### src/rtl/slc3_mem_io_ctrl.sv
`default_nettype none
// ============================================================================
//  Module      : slc3_mem_io_ctrl
//  Description : Memory / IO bus sequencer for the SLC-3. Turns the control
//                unit's active-low Mem_CE/Mem_OE/Mem_WE strobes into timed
//                asynchronous-SRAM read and write cycles with configurable
//                wait states. One address is decoded as memory-mapped IO:
//                reads return the board switches, writes load the hex
//                display register.
//  Revision    : 1.0 - initial release
// ============================================================================
module slc3_mem_io_ctrl #(
    parameter int          WAIT_CYCLES = 1,        // extra strobe cycles, 0..7
    parameter logic [15:0] IO_ADDR     = 16'hFFFF  // memory-mapped IO address
) (
    input  logic        Clk,
    input  logic        Reset,      // asynchronous, active-low
    input  logic        Mem_CE,
    input  logic        Mem_OE,
    input  logic        Mem_WE,
    input  logic [15:0] MAR,
    input  logic [15:0] MDR_in,
    input  logic [15:0] Switches,
    input  logic [15:0] DQ_in,
    output logic [15:0] Rd_data,
    output logic        Rd_valid,
    output logic        Busy,
    output logic        Conflict,
    output logic [15:0] HEX_data,
    output logic [19:0] SRAM_ADDR,
    output logic        SRAM_CE_N,
    output logic        SRAM_OE_N,
    output logic        SRAM_WE_N,
    output logic        SRAM_UB_N,
    output logic        SRAM_LB_N,
    output logic [15:0] DQ_out,
    output logic        DQ_oe
);

    typedef enum logic [2:0] {
        S_IDLE     = 3'd0,
        S_RD       = 3'd1,
        S_RD_CAP   = 3'd2,
        S_WR_SETUP = 3'd3,
        S_WR_PULSE = 3'd4,
        S_WR_HOLD  = 3'd5,
        S_IO_RD    = 3'd6,
        S_DONE     = 3'd7
    } state_t;

    // Wait counter reload value; strobe phases last C_WAIT_INIT+1 cycles.
    localparam logic [2:0] C_WAIT_INIT = WAIT_CYCLES[2:0];

    state_t      state_q,    state_d;
    logic [2:0]  wait_q,     wait_d;
    logic [15:0] addr_q,     addr_d;
    logic [15:0] data_q,     data_d;
    logic [15:0] hex_q,      hex_d;
    logic [15:0] rd_data_q,  rd_data_d;
    logic        rd_valid_q, rd_valid_d;
    logic        conflict_q, conflict_d;
    logic        ce_n_q,     ce_n_d;
    logic        oe_n_q,     oe_n_d;
    logic        we_n_q,     we_n_d;
    logic        dq_oe_q,    dq_oe_d;

    logic        w_req_rd;
    logic        w_req_wr;
    logic        w_accept;
    logic        w_is_io;

    assign w_req_rd = ~Mem_OE;
    assign w_req_wr = ~Mem_WE;
    assign w_accept = ~Mem_CE & (w_req_rd | w_req_wr);
    assign w_is_io  = (MAR == IO_ADDR);

    // Next-state, latching of the request, and read/IO data capture.
    always_comb begin
        state_d    = state_q;
        wait_d     = wait_q;
        addr_d     = addr_q;
        data_d     = data_q;
        hex_d      = hex_q;
        rd_data_d  = rd_data_q;
        rd_valid_d = 1'b0;
        conflict_d = conflict_q;

        case (state_q)
            S_IDLE: begin
                if (w_accept) begin
                    // Address and data are frozen here for the whole access.
                    addr_d = MAR;
                    data_d = MDR_in;
                    wait_d = C_WAIT_INIT;
                    if (w_req_rd && w_req_wr) begin
                        conflict_d = 1'b1;
                    end
                    if (w_req_wr) begin
                        // Write takes priority over a simultaneous read.
                        if (w_is_io) begin
                            hex_d   = MDR_in;
                            state_d = S_DONE;
                        end else begin
                            state_d = S_WR_SETUP;
                        end
                    end else begin
                        state_d = w_is_io ? S_IO_RD : S_RD;
                    end
                end
            end
            S_RD: begin
                if (wait_q == 3'd0) begin
                    state_d = S_RD_CAP;
                end else begin
                    wait_d = wait_q - 3'd1;
                end
            end
            S_RD_CAP: begin
                // Strobes are still low here, so DQ_in is stable to sample.
                rd_data_d  = DQ_in;
                rd_valid_d = 1'b1;
                state_d    = S_DONE;
            end
            S_WR_SETUP: begin
                wait_d  = C_WAIT_INIT;
                state_d = S_WR_PULSE;
            end
            S_WR_PULSE: begin
                if (wait_q == 3'd0) begin
                    state_d = S_WR_HOLD;
                end else begin
                    wait_d = wait_q - 3'd1;
                end
            end
            S_WR_HOLD: begin
                state_d = S_DONE;
            end
            S_IO_RD: begin
                rd_data_d  = Switches;
                rd_valid_d = 1'b1;
                state_d    = S_DONE;
            end
            S_DONE: begin
                // Wait for the control unit to drop its strobes so a held
                // strobe cannot retrigger the same access.
                if (Mem_OE && Mem_WE) begin
                    state_d = S_IDLE;
                end
            end
            default: begin
                state_d = S_IDLE;
            end
        endcase
    end

    // SRAM strobes decoded from the next state so the registered copies
    // line up exactly with the state they belong to.
    always_comb begin
        ce_n_d  = 1'b1;
        oe_n_d  = 1'b1;
        we_n_d  = 1'b1;
        dq_oe_d = 1'b0;
        case (state_d)
            S_RD, S_RD_CAP: begin
                ce_n_d = 1'b0;
                oe_n_d = 1'b0;
            end
            S_WR_SETUP, S_WR_HOLD: begin
                ce_n_d  = 1'b0;
                dq_oe_d = 1'b1;
            end
            S_WR_PULSE: begin
                ce_n_d  = 1'b0;
                we_n_d  = 1'b0;
                dq_oe_d = 1'b1;
            end
            default: begin
                ce_n_d = 1'b1;
            end
        endcase
    end

    // State and output registers; reset drops every strobe immediately.
    always_ff @(posedge Clk or negedge Reset) begin
        if (!Reset) begin
            state_q    <= S_IDLE;
            wait_q     <= 3'd0;
            addr_q     <= 16'h0000;
            data_q     <= 16'h0000;
            hex_q      <= 16'h0000;
            rd_data_q  <= 16'h0000;
            rd_valid_q <= 1'b0;
            conflict_q <= 1'b0;
            ce_n_q     <= 1'b1;
            oe_n_q     <= 1'b1;
            we_n_q     <= 1'b1;
            dq_oe_q    <= 1'b0;
        end else begin
            state_q    <= state_d;
            wait_q     <= wait_d;
            addr_q     <= addr_d;
            data_q     <= data_d;
            hex_q      <= hex_d;
            rd_data_q  <= rd_data_d;
            rd_valid_q <= rd_valid_d;
            conflict_q <= conflict_d;
            ce_n_q     <= ce_n_d;
            oe_n_q     <= oe_n_d;
            we_n_q     <= we_n_d;
            dq_oe_q    <= dq_oe_d;
        end
    end

    assign Rd_data   = rd_data_q;
    assign Rd_valid  = rd_valid_q;
    assign Busy      = (state_q != S_IDLE);
    assign Conflict  = conflict_q;
    assign HEX_data  = hex_q;
    assign SRAM_ADDR = {4'h0, addr_q};
    assign SRAM_CE_N = ce_n_q;
    assign SRAM_OE_N = oe_n_q;
    assign SRAM_WE_N = we_n_q;
    // Always 16-bit accesses, so both byte lanes follow chip enable.
    assign SRAM_UB_N = ce_n_q;
    assign SRAM_LB_N = ce_n_q;
    assign DQ_out    = data_q;
    assign DQ_oe     = dq_oe_q;

endmodule
`default_nettype wire

### config.mk
export PLATFORM = sky130hd
export DESIGN_NAME = slc3_mem_io_ctrl
export DESIGN_NICKNAME = d
export VERILOG_FILES = /design/src/rtl/slc3_mem_io_ctrl.sv
export SDC_FILE = /design/constraint.sdc
export NUM_CORES = 1
export LEC_CHECK = 0
export CORE_MARGIN = 8
export CORE_UTILIZATION = 42
export CTS_CLUSTER_SIZE = 28
export DETAILED_ROUTE_END_ITERATION = 10
export PLACE_DENSITY_LB_ADDON = 0.12
export SLEW_MARGIN = 0
export SYNTH_ARGS = -nofsm -noshare
export SYNTH_HDL_FRONTEND = slang
export SYNTH_SLANG_ARGS = --single-unit
### constraint.sdc
create_clock -name Clk -period 2.2 [get_ports Clk]
set_input_delay 0.55 -clock Clk [delete_from_list [all_inputs] [get_ports Clk]]
set_output_delay 0.55 -clock Clk [all_outputs]
set_load 0.02 [all_outputs]
==> results.txt <==
The total global-route track usage is 0.1571. The number of instances in the synthesized netlist came out at 256. The number of iterations in the first detailed-routing pass came out at 4. The data arrival time of the critical path came out at 1.49 ns. The number of max-cap violations came out at 0.

The flow ran to the end, and the final reports show no timing, DRC or antenna violations. The initial antenna violation count came out at 0. The initial utilization of the core area, before any placement, comes to 0.4326. The share of synthesized area in the top cell type comes to 0.5493. Counting every sink on the clock net gives 76. The CTS buffer count came out at 9. The part of the cycle the worst path needs came out at 0.9251. The register area is 1906 um2. The peak ir drop on the vdd network is 0.5283 mV. The critical path in this run is classified as reg -> out.

Summing internal, switching and leakage power gives 5.370 mW. The area enclosed by the die boundary came out at 11020 um2. Routability-driven placement finished with a final weighted congestion of 0.7745. The combined area of all synthesized cells is about 3300 um2. By area, the combinational part of the netlist is dominated by multiplexers. The number of enable flip-flop cells after synthesis is 0. After synthesis, the share of flip-flops with an asynchronous set or reset is 1.000. The slowest stage of the critical path is the sky130_fd_sc_hd__clkdlybuf4s50_1 cell. The largest net degree at the start of global routing is 45. The width of the chip is 105.0 um.

Of the total synthesized cell area, the portion taken by AND, OR, NAND and NOR gates is 0.08014. The element type at the critical path start is a flip-flop. Of the total synthesized cell area, the portion taken by full adders, half adders and majority gates is 0.007524. The summed area of non-filler cells in the final layout is between 5000 and 6000 um2.

Setup repair after global routing left no endpoint under its margin. The routed via count is between 2000 and 2500. Pin placement for this block handled 146 I/O pins. Once placement finished, the instance area stood at 4860 um2.

The number of max-slew violations in the final report is 0. The relative max-transition margin came out at 0.6687. STA puts the critical path data required time at 1.65 ns. The standby leakage power is 2.391 nW. In this run the critical register-to-register path is launched from state_q[2]. The clock slew seen by the registers of the worst setup and hold paths is approximately 0.08 ns.

Once the clock tree was built, the resizer swapped 2 gates to a different size. Across all hold checks on the routed design, the worst slack comes to 0.1310 ns. The number of flip-flops and latches in the synthesized netlist is 76. The number of buffers between clock root and the deepest sink is 2.

The compound-cell area share of the yosys netlist is 0.07336. Fill cells in the final layout number around 640. The CTS H-tree depth came out at 3. After synthesis, the cell types taking the most area are sky130_fd_sc_hd__dfrtp_1 (55%), sky130_fd_sc_hd__mux2_2 (13%), sky130_fd_sc_hd__mux2i_1 (5.1%).

TritonCTS built the clock tree. Buffers inserted to repair hold after CTS numbered 0. The number of placed cells counting well taps is 493. In the final layout, the share of cells above drive strength 1 is 0.2064.

The detail-routed net length per standard cell is 16.50 um. The clock tree skew after final layout came out at a little under 0.007 ns. In this run the mean area of a mapped cell was 12.99 um2. The core footprint came out at 7687 um2. The maximum cell stage delay along the critical path is 0.60 ns. The clock latency on the worst-skew pair is 0.34 ns. The critical path startpoint is SRAM_CE_N. The power density over the cells is 1060 nW/um2. The antenna diode count is 0. The top cell family by delay on the critical path is buffers and inverters.

In this run the post-CTS setup repair buffer count came out at 0. After detailed routing, the total wire length is 8401 um. For the pin with the worst max-slew slack, the measured transition is between 0.4 and 0.5 ns. The detailed-route DRC error count is 0. The final standard cell utilization of the core is 0.6587. After synthesis, the share of cell area in mux cells is 0.2250.

The global-route congestion overflow total came out at 0. The top cell type by total area after synthesis is sky130_fd_sc_hd__dfrtp_1. The maximum achievable frequency is slightly below 0.5 GHz.

The via count normalized by instance count is 4.819. The count of placed standard cells in the final layout, fillers left out is 509. The worst setup path is captured at a primary output. The number of buffers inserted by port buffering is approximately 140.

Of all nets on the critical path, the largest fanout is 3. The via count of the first global-routing pass is ~2700. Clock tree synthesis selected as its root buffer the cell sky130_fd_sc_hd__clkbuf_8. The number of antenna-violating nets in the routed design came out at 0. Counting both buffers and inverters, the worst setup path holds a total of 1. The count of unique library cells instantiated by Yosys came out at 40. The global-route wire length before repair is ~14000 um. For this run, the leading register cell type out of synthesis is sky130_fd_sc_hd__dfrtp_1. The final layout contains around 470 nets. Of the total synthesized cell area, the portion taken by XOR and XNOR cells is 0. Summed over all nets, the half-perimeter wirelength after detailed placement is 6476 um. The tightest min-delay check is of the in -> async type.

The area used by multi-input combinational logic is 1305 um2. Row generation in the floorplan step produced 32 rows. The clock period minus final worst setup slack came out at roughly 2.0 ns.

The final hold violation count is 0. The register area share after synthesis came out at 0.5730. The area added between synthesis and finish is 52.26%. The yosys synthesis warning count is 0.

The signal on the critical path passes through clkdlybuf4s50_1. The die is 105.0 um tall. The DRC marker count from the first detailed-route iteration came out at 44.

The count of final setup violators came out at 0.
==> path summary, 6_finish.rpt <==
check,slack (ns),cells past startpoint,to
worst max-delay path,0.16,1,SRAM_UB_N
worst min-delay path,0.13,1,DQ_out[7]
worst max register to register,0.32,5,wait_q[2]
worst min register to register,0.49,2,Rd_data[12]
max in group asynchronous,1.48,2,Rd_data[6]
min in group Clk,0.49,2,Rd_data[12]
==> flip-flops by register name, indices dropped and copies added, names as in the netlist, 3 cells and up <==
signal and count:
DQ_out 16, HEX_data 16, Rd_data 16, addr_q 16, state_q 3, wait_q 3
==> metrics by stage <==
step           setup WS, ns  TNS, ns
2_1_floorplan        0.3680        0
3_5_place_dp        -0.1313   -1.905
4_1_cts              0.1361        0
5_1_grt             0.09702        0
3_3_place_gp       -0.07686   -1.101
6_report             0.1647        0
==> layout by cell type, fill, tap and decap left out, types with 3 or more instances in the layout <==
cell / Yosys / final
sky130_fd_sc_hd__mux2_4: 10 / 10
sky130_fd_sc_hd__inv_1: 6 / 6
sky130_fd_sc_hd__mux2_2: 38 / 38
sky130_fd_sc_hd__dfstp_2: 3 / 3
sky130_fd_sc_hd__nor2_1: 4 / 4
sky130_fd_sc_hd__nand3_1: 3 / 3
sky130_fd_sc_hd__buf_4: 6 / 8
sky130_fd_sc_hd__mux2i_1: 17 / 17
sky130_fd_sc_hd__nand4_1: 3 / 3
sky130_fd_sc_hd__o21ai_0: 21 / 21
sky130_fd_sc_hd__conb_1: 1 / 4
sky130_fd_sc_hd__a21oi_1: 5 / 5
sky130_fd_sc_hd__clkdlybuf4s50_1: 0 / 139
sky130_fd_sc_hd__clkbuf_8: 0 / 9
sky130_fd_sc_hd__nand2_1: 21 / 21
sky130_fd_sc_hd__dfrtp_1: 73 / 73
sky130_fd_sc_hd__nor2b_1: 3 / 3
sky130_fd_sc_hd__o21bai_1: 3 / 3
sky130_fd_sc_hd__clkinvlp_4: 0 / 3
sky130_fd_sc_hd__nor3b_1: 3 / 3
==> where the power goes <==
group	total [mW]	internal, mW	switching, mW
Sequential	2.00	1.79	0.202
Combinational	2.31	1.13	1.18
Clock	1.07	0.529	0.536
==> synth_stat cells (all sizes together) (3+ instances only) <==
master / instances
nor2b: 3
dfrtp: 73
mux2: 48
nand3: 3
a21oi: 5
dfstp: 3
inv: 7
nor2: 4
mux2i: 17
buf: 14
nor3b: 3
o21ai: 21
o21bai: 3
nand2: 22
clkbuf: 4
nand4: 4
==> cells by family after synthesis <==
| kind of cell | Yosys count |
|---|---|
| AOI/OAI and AO/OA | 40 |
| adders and majority gates | 2 |
| buffers and inverters | 25 |
| DFF | 76 |
| muxes | 65 |
| other | 1 |
| and+or+nand+nor | 47 |
==> cell type report <==
| cell class | count | share of cell area |
|---|---|---|
| sequential | 76 | 0.3763 |
| timing repair buffer | 150 | 0.2963 |
| multi-input combinational | 158 | 0.2577 |
| tap | 102 | 0.02520 |
| clock buffer | 9 | 0.02446 |
| clock inverter | 7 | 0.01483 |
| inverter | 7 | 0.005189 |
==> routing by layer <==
metal  vias up  routed length, um  GRT usage
li1       1182                  -          -
met1      1176               3272     0.1716
met2        84               4114     0.2529
met3        11                874    0.07555
met4         0                140    0.07339
met5         -                  0          0
Note: power is estimated with default switching activity, not from simulation.
